### config.mk
export PLATFORM = sky130hd
export DESIGN_NAME = register_free_list
export DESIGN_NICKNAME = d
export VERILOG_FILES = /design/src/rtl/register_free_list_pkg.sv /design/src/rtl/register_free_list.sv
export SDC_FILE = /design/constraint.sdc
export NUM_CORES = 1
export LEC_CHECK = 0
export CELL_PAD_IN_SITES_DETAIL_PLACEMENT = 1
export CELL_PAD_IN_SITES_GLOBAL_PLACEMENT = 1
export CORE_MARGIN = 5
export CORE_UTILIZATION = 45
export CTS_BUF_LIST = sky130_fd_sc_hd__clkbuf_4 sky130_fd_sc_hd__clkbuf_8
export CTS_CLUSTER_SIZE = 40
export DETAILED_ROUTE_END_ITERATION = 12
export PLACE_DENSITY_LB_ADDON = 0.1
export SYNTH_ARGS = -nofsm -noshare
export SYNTH_HDL_FRONTEND = slang
export SYNTH_SLANG_ARGS = --single-unit
### constraint.sdc
create_clock -name iCLOCK -period 4.12 [get_ports iCLOCK]
set_input_delay 1.03 -clock iCLOCK [delete_from_list [all_inputs] [get_ports iCLOCK]]
set_output_delay 1.03 -clock iCLOCK [all_outputs]
set_load 0.005 [all_outputs]
### src/rtl/register_free_list_pkg.sv
// Shared core renaming constants for the physical register free list.
package register_free_list_pkg;

  localparam int CORE_PREG_W    = 6;
  localparam int CORE_LREG_NUM  = 32;
  localparam int CORE_DEPTH     = 32;
  localparam int CORE_INIT_BASE = 32;

  typedef enum logic {
    FL_INIT = 1'b0,
    FL_RUN  = 1'b1
  } fl_state_e;

endpackage : register_free_list_pkg

### src/rtl/register_free_list.sv
// Physical register free list: circular buffer of free names with a
// speculative head (rename), a commit head (retire) and a tail (names
// returned by retiring instructions). A flush rolls the speculative head
// back to the commit head.
//
// state   | meaning
// --------+--------------------------------------------------------------
// FL_INIT | first clock after reset: load names BASE..BASE+DEPTH-1, tail=DEPTH
// FL_RUN  | normal allocate / commit / restart operation
module register_free_list
  import register_free_list_pkg::*;
#(
  parameter int PREG_W = CORE_PREG_W,
  parameter int DEPTH  = CORE_DEPTH
) (
  input  logic              iCLOCK,
  input  logic              inRESET,
  input  logic              iRESTART_VALID,
  input  logic              iLOCK,
  input  logic              iALLOC_0_VALID,
  input  logic              iALLOC_1_VALID,
  output logic              oALLOC_READY,
  output logic [PREG_W-1:0] oALLOC_0_REGNAME,
  output logic [PREG_W-1:0] oALLOC_1_REGNAME,
  input  logic              iCOMMIT_0_VALID,
  input  logic              iCOMMIT_1_VALID,
  input  logic [PREG_W-1:0] iCOMMIT_0_OLD_REGNAME,
  input  logic [PREG_W-1:0] iCOMMIT_1_OLD_REGNAME,
  output logic [PREG_W-1:0] oFREE_COUNT
);

  localparam int IDX_W = $clog2(DEPTH);
  localparam int PTR_W = IDX_W + 1;

  typedef logic [PTR_W-1:0] ptr_t;

  fl_state_e         b_state;
  fl_state_e         state_nxt;

  ptr_t              b_head;
  ptr_t              b_commit_head;
  ptr_t              b_tail;
  ptr_t              head_nxt;
  ptr_t              commit_head_nxt;
  ptr_t              tail_nxt;
  ptr_t              head_p1;
  ptr_t              wr_ptr1;
  ptr_t              free_cnt;
  ptr_t              outstanding;

  logic [1:0]        n_alloc;
  logic [1:0]        n_commit;
  logic              alloc_fire;
  logic              ready;
  logic [PREG_W-1:0] name0;
  logic [PREG_W-1:0] name1;

  logic [PREG_W-1:0] mem [DEPTH];

  assign free_cnt    = b_tail - b_head;
  assign outstanding = b_tail - b_commit_head;
  assign head_p1     = b_head + ptr_t'(1);

  // FSM state register
  always_ff @(posedge iCLOCK or negedge inRESET) begin
    if (!inRESET) begin
      b_state <= FL_INIT;
    end else begin
      b_state <= state_nxt;
    end
  end

  // FSM next state: INIT lasts exactly one clock
  always_comb begin
    state_nxt = b_state;
    if (b_state == FL_INIT) begin
      state_nxt = FL_RUN;
    end
  end

  // FSM outputs: readiness and head names, held at zero until the list is loaded
  always_comb begin
    ready = 1'b0;
    name0 = '0;
    name1 = '0;
    if (b_state == FL_RUN) begin
      ready = (free_cnt >= ptr_t'(2));
      name0 = mem[b_head[IDX_W-1:0]];
      name1 = mem[head_p1[IDX_W-1:0]];
    end
  end

  // A lone slot-1 request takes the head entry, i.e. the name shown on
  // oALLOC_0_REGNAME; the head only ever advances by the request count.
  assign oALLOC_READY     = ready;
  assign oALLOC_0_REGNAME = name0;
  assign oALLOC_1_REGNAME = name1;
  assign oFREE_COUNT      = PREG_W'(free_cnt);

  // Next pointer values; commits always proceed, restart overrides allocation
  always_comb begin
    alloc_fire      = ready && !iLOCK && !iRESTART_VALID;
    n_alloc         = alloc_fire ? ({1'b0, iALLOC_0_VALID} + {1'b0, iALLOC_1_VALID}) : 2'd0;
    n_commit        = {1'b0, iCOMMIT_0_VALID} + {1'b0, iCOMMIT_1_VALID};
    commit_head_nxt = b_commit_head + {{(PTR_W-2){1'b0}}, n_commit};
    tail_nxt        = b_tail + {{(PTR_W-2){1'b0}}, n_commit};
    wr_ptr1         = b_tail + {{(PTR_W-1){1'b0}}, iCOMMIT_0_VALID};
    if (iRESTART_VALID) begin
      head_nxt = commit_head_nxt;
    end else begin
      head_nxt = b_head + {{(PTR_W-2){1'b0}}, n_alloc};
    end
  end

  // Pointer registers; INIT places the tail one full lap past the heads
  always_ff @(posedge iCLOCK or negedge inRESET) begin
    if (!inRESET) begin
      b_head        <= '0;
      b_commit_head <= '0;
      b_tail        <= '0;
    end else if (b_state == FL_INIT) begin
      b_head        <= '0;
      b_commit_head <= '0;
      b_tail        <= ptr_t'(DEPTH);
    end else begin
      b_head        <= head_nxt;
      b_commit_head <= commit_head_nxt;
      b_tail        <= tail_nxt;
    end
  end

  // Name storage: bulk load in INIT, otherwise two commit write ports at the tail
  always_ff @(posedge iCLOCK) begin
    if (b_state == FL_INIT) begin
      for (int i = 0; i < DEPTH; i++) begin
        mem[IDX_W'(i)] <= PREG_W'(CORE_INIT_BASE + i);
      end
    end else begin
      if (iCOMMIT_0_VALID) begin
        mem[b_tail[IDX_W-1:0]] <= iCOMMIT_0_OLD_REGNAME;
      end
      if (iCOMMIT_1_VALID) begin
        mem[wr_ptr1[IDX_W-1:0]] <= iCOMMIT_1_OLD_REGNAME;
      end
    end
  end

  a_full_lap : assert property (@(posedge iCLOCK) disable iff (!inRESET)
    (b_state == FL_RUN) |-> (outstanding == ptr_t'(DEPTH)));

  a_commit_order : assert property (@(posedge iCLOCK) disable iff (!inRESET)
    !(iCOMMIT_1_VALID && !iCOMMIT_0_VALID));

  a_no_grant_no_move : assert property (@(posedge iCLOCK) disable iff (!inRESET)
    ((b_state == FL_RUN) && !ready && !iRESTART_VALID) |=> (b_head == $past(b_head)));

endmodule : register_free_list

==> results_dict.tcl <==
set metrics [dict create \
    status "finished, violations left" \
    violations "setup timing" \
    synth_edf_count 192 \
    fin_nets 1356 \
    r2r_slack_ns 0.63 \
    clkPwrFrac_pct 30.9 \
    peakVddDrop_v 0.000212 \
    gp_congestion 0.880 \
    num_antenna_cells 0 \
    clk_path_buf_depth 3 \
    hold_class "register to register" \
    drcViolationCount 0 \
    core_region_area_um2 30700 \
    start_util_pct 45.8 \
    clk_latency_ns 0.55 \
    grt_max_degree 40 \
    dp_slack_ns 0.224 \
    dp_cells 1626 \
    clock_sinks 211 \
    netSwitchingPower_mw 1.91 \
    endpoint_kind "primary output" \
    dp_hpwl_mm 37.0 \
    n_fill_cell 3168 \
    seq_area_frac_synth_pct 44.4 \
    antenna_found_initial 3 \
    final_area_um2 16900 \
    port_buffers 38 \
    synth_compound_area_share_pct 8.12 \
    clk_pin_slew_ns 0.06 \
    p_int_mw 4.41 \
    critPathArrivalTime_ns 3.10 \
    syn-instance-count 1204 \
    num_vias 11500 \
    power.share.switching_pct 30.2 \
    drt_iter0_markers 1181 \
    slew_viol_final 0 \
    synthFlopType "edfxtp_1" \
    cts_tree "yes" \
    cap_violations 0 \
    hold_slack_ns 0.539 \
    syn_nets 1244 \
    row_count 64 \
    synth_area_per_cell_um2 11.7 \
    track_usage_pct 30.3 \
    grt_pass1_vias 11700 \
    post_dp_cell_area_um2 15200 \
    required_ns 3.09 \
    start_kind "register" \
    hold_viol 0 \
    synth_common_cells "edfxtp_1, mux2i_1, nor2_1, mux4_2, nand2_1" \
    synth_top_family_by_area "multiplexers" \
    finalClockSkew_ns 0.0173 \
    die_w_um 187 \
    maxSlewHeadroom_pct 32.9 \
    power_frac_seq_pct 38.9 \
    io_pins 39 \
    maxClockFrequency_mhz 242 \
    yosysUniqueCellTypes 56 \
    die-area_um2 34800 \
    post-route-period-util_pct 100 \
    worst_slew_pin_slew_ns 1.01 \
    setup_viol 1 \
    numCtsBuffers 39 \
    yosysWarningCount 0 \
    drt_pass1_iterations 5 \
    yosysMostFrequentCell "edfxtp_1" \
    detail_route.vias_per_cell 6.65 \
    root_buffer "clkbuf_8" \
    async_flop_share_pct 9.00 \
    fin_crit_ns 4.13 \
    synthXorXnorAreaFrac_pct 1.23 \
    grt-ovfl-total 0 \
    syn_area_um2 14000 \
    postLayoutSetupSlackWorst_ns -0.00747 \
    power_density_nw_per_um2 375 \
    synth_area_leaders "edfxtp_1, mux4_2, mux2i_1" \
    final_cell_count_no_fill 1733 \
    p_leak_nw 5.81 \
    rsz0062_at_grt "true" \
    synth_top_area_share_pct 41.1 \
    yosys_register_bits 211 \
    synth_fa_ha_area_share_pct 2.00 \
    drive_gt1_share_pct 27.8 \
    grt_pass1_wl_mm 79.3 \
    antenna_left 0 \
    synthSimpleGateAreaFrac_pct 13.4 \
    synth_top_area_cell "edfxtp_1" \
    muxShareOfSynthArea_pct 26.5 \
    crit_type "register to primary output" \
    cp_max_fo 5 \
    routed_wl_mm 54.3 \
    die_y_um 187 \
    combPwrFrac_pct 30.2 \
    wl_per_cell_um 31.3 \
    htreeDepth 2 \
    area_delta_synth_final_pct 20.1 \
]
## layer usage
metal,share of wire (%),track usage (%),routed length [um]
met1,40,41.5,21800
met2,47,48.2,25300
met3,9.5,6.33,5150
met4,3.7,10.1,2020
met5,0.079,0,43
## path summary, 6_finish.rpt
path	start	endpoint	cells past startpoint
hold / removal	b_commit_head[5]	b_commit_head[5]	2
hold reg to reg	b_commit_head[5]	b_commit_head[5]	2
setup / recovery	b_head[0]	oALLOC_1_REGNAME[3]	11
max in group asynchronous	inRESET	b_head[0]	1
setup reg to reg	b_head[0]	b_head[4]	16
min in group asynchronous	inRESET	b_commit_head[3]	1
## what timing repair did
action | CTS | global route
resized for setup | 61 | 38
gates cloned | 12 | 1
endpoints found under the hold margin | 0 | 0
hold buffers | 0 | 0
setup buffers | 23 | 9
pin swaps | 12 | 16
setup endpoints to repair | 13 | 11
## registers in the layout (all words and copies together), names as in the netlist
register and flops:
mem 192, b_state 1, b_head 6, b_commit_head 6
b_tail 6
## power groups by stage
stage	sequential, mW	combinational [mW]	clock, mW
after floorplan	2.48	0.891	0
after global placement	2.50	1.39	0
after detailed placement	2.50	1.42	0
after CTS	2.46	1.82	1.97
after global routing	2.46	1.99	2.08
final	2.46	1.91	1.95
## metrics by stage
stage / TNS [ns] / utilization (%) / total power, mW
final: -0.00747 / 55.0 / 6.32
after global routing: -0.176 / 55.0 / 6.53
after CTS: -0.0798 / 54.3 / 6.24
after detailed placement: 0 / 49.7 / 3.92
after global placement: 0 / 49.7 / 3.89
after floorplan: 0 / - / 3.37
## logic make-up after synthesis
group,after synthesis
compound gates,173
xor+xnor,18
fa+ha+maj,20
buf+inv,133
flops,211
mux,264
other cells,1
simple gates,384
## worst max-delay path: stages, from the launching register on
cell and delay [ns]:
dfrtp_4 0.50, ha_4 0.34, buf_6 0.12, buf_12 0.09, buf_16 0.11, mux4_2 0.49
mux2i_1 0.15, a211oi_1 0.11, buf_4 0.22, o21ai_1 0.12, nand2_1 0.08, clkdlybuf4s15_1 0.21
## layout by cell type, fill, tap and decap left out, types with 25 or more instances in the layout
cell type	count
a31oi_1	33
nor2_1	120
clkdlybuf4s50_1	25
edfxtp_1	192
o21ai_0	30
mux4_2	84
buf_4	109
clkbuf_8	39
mux2i_1	148
nand3_1	39
nand2_1	84
## area by class of cell
class,count,area (um2),share of cell area [%]
inverter,27,101,0.601
clock buffer,52,634,3.76
sequential,211,6250,37.0
multi-input combinational,860,7430,44.1
tap,396,495,2.94
timing repair buffer,177,1880,11.2
clock inverter,10,71.3,0.423
No activity file was read; power rests on OpenSTA's default activity.
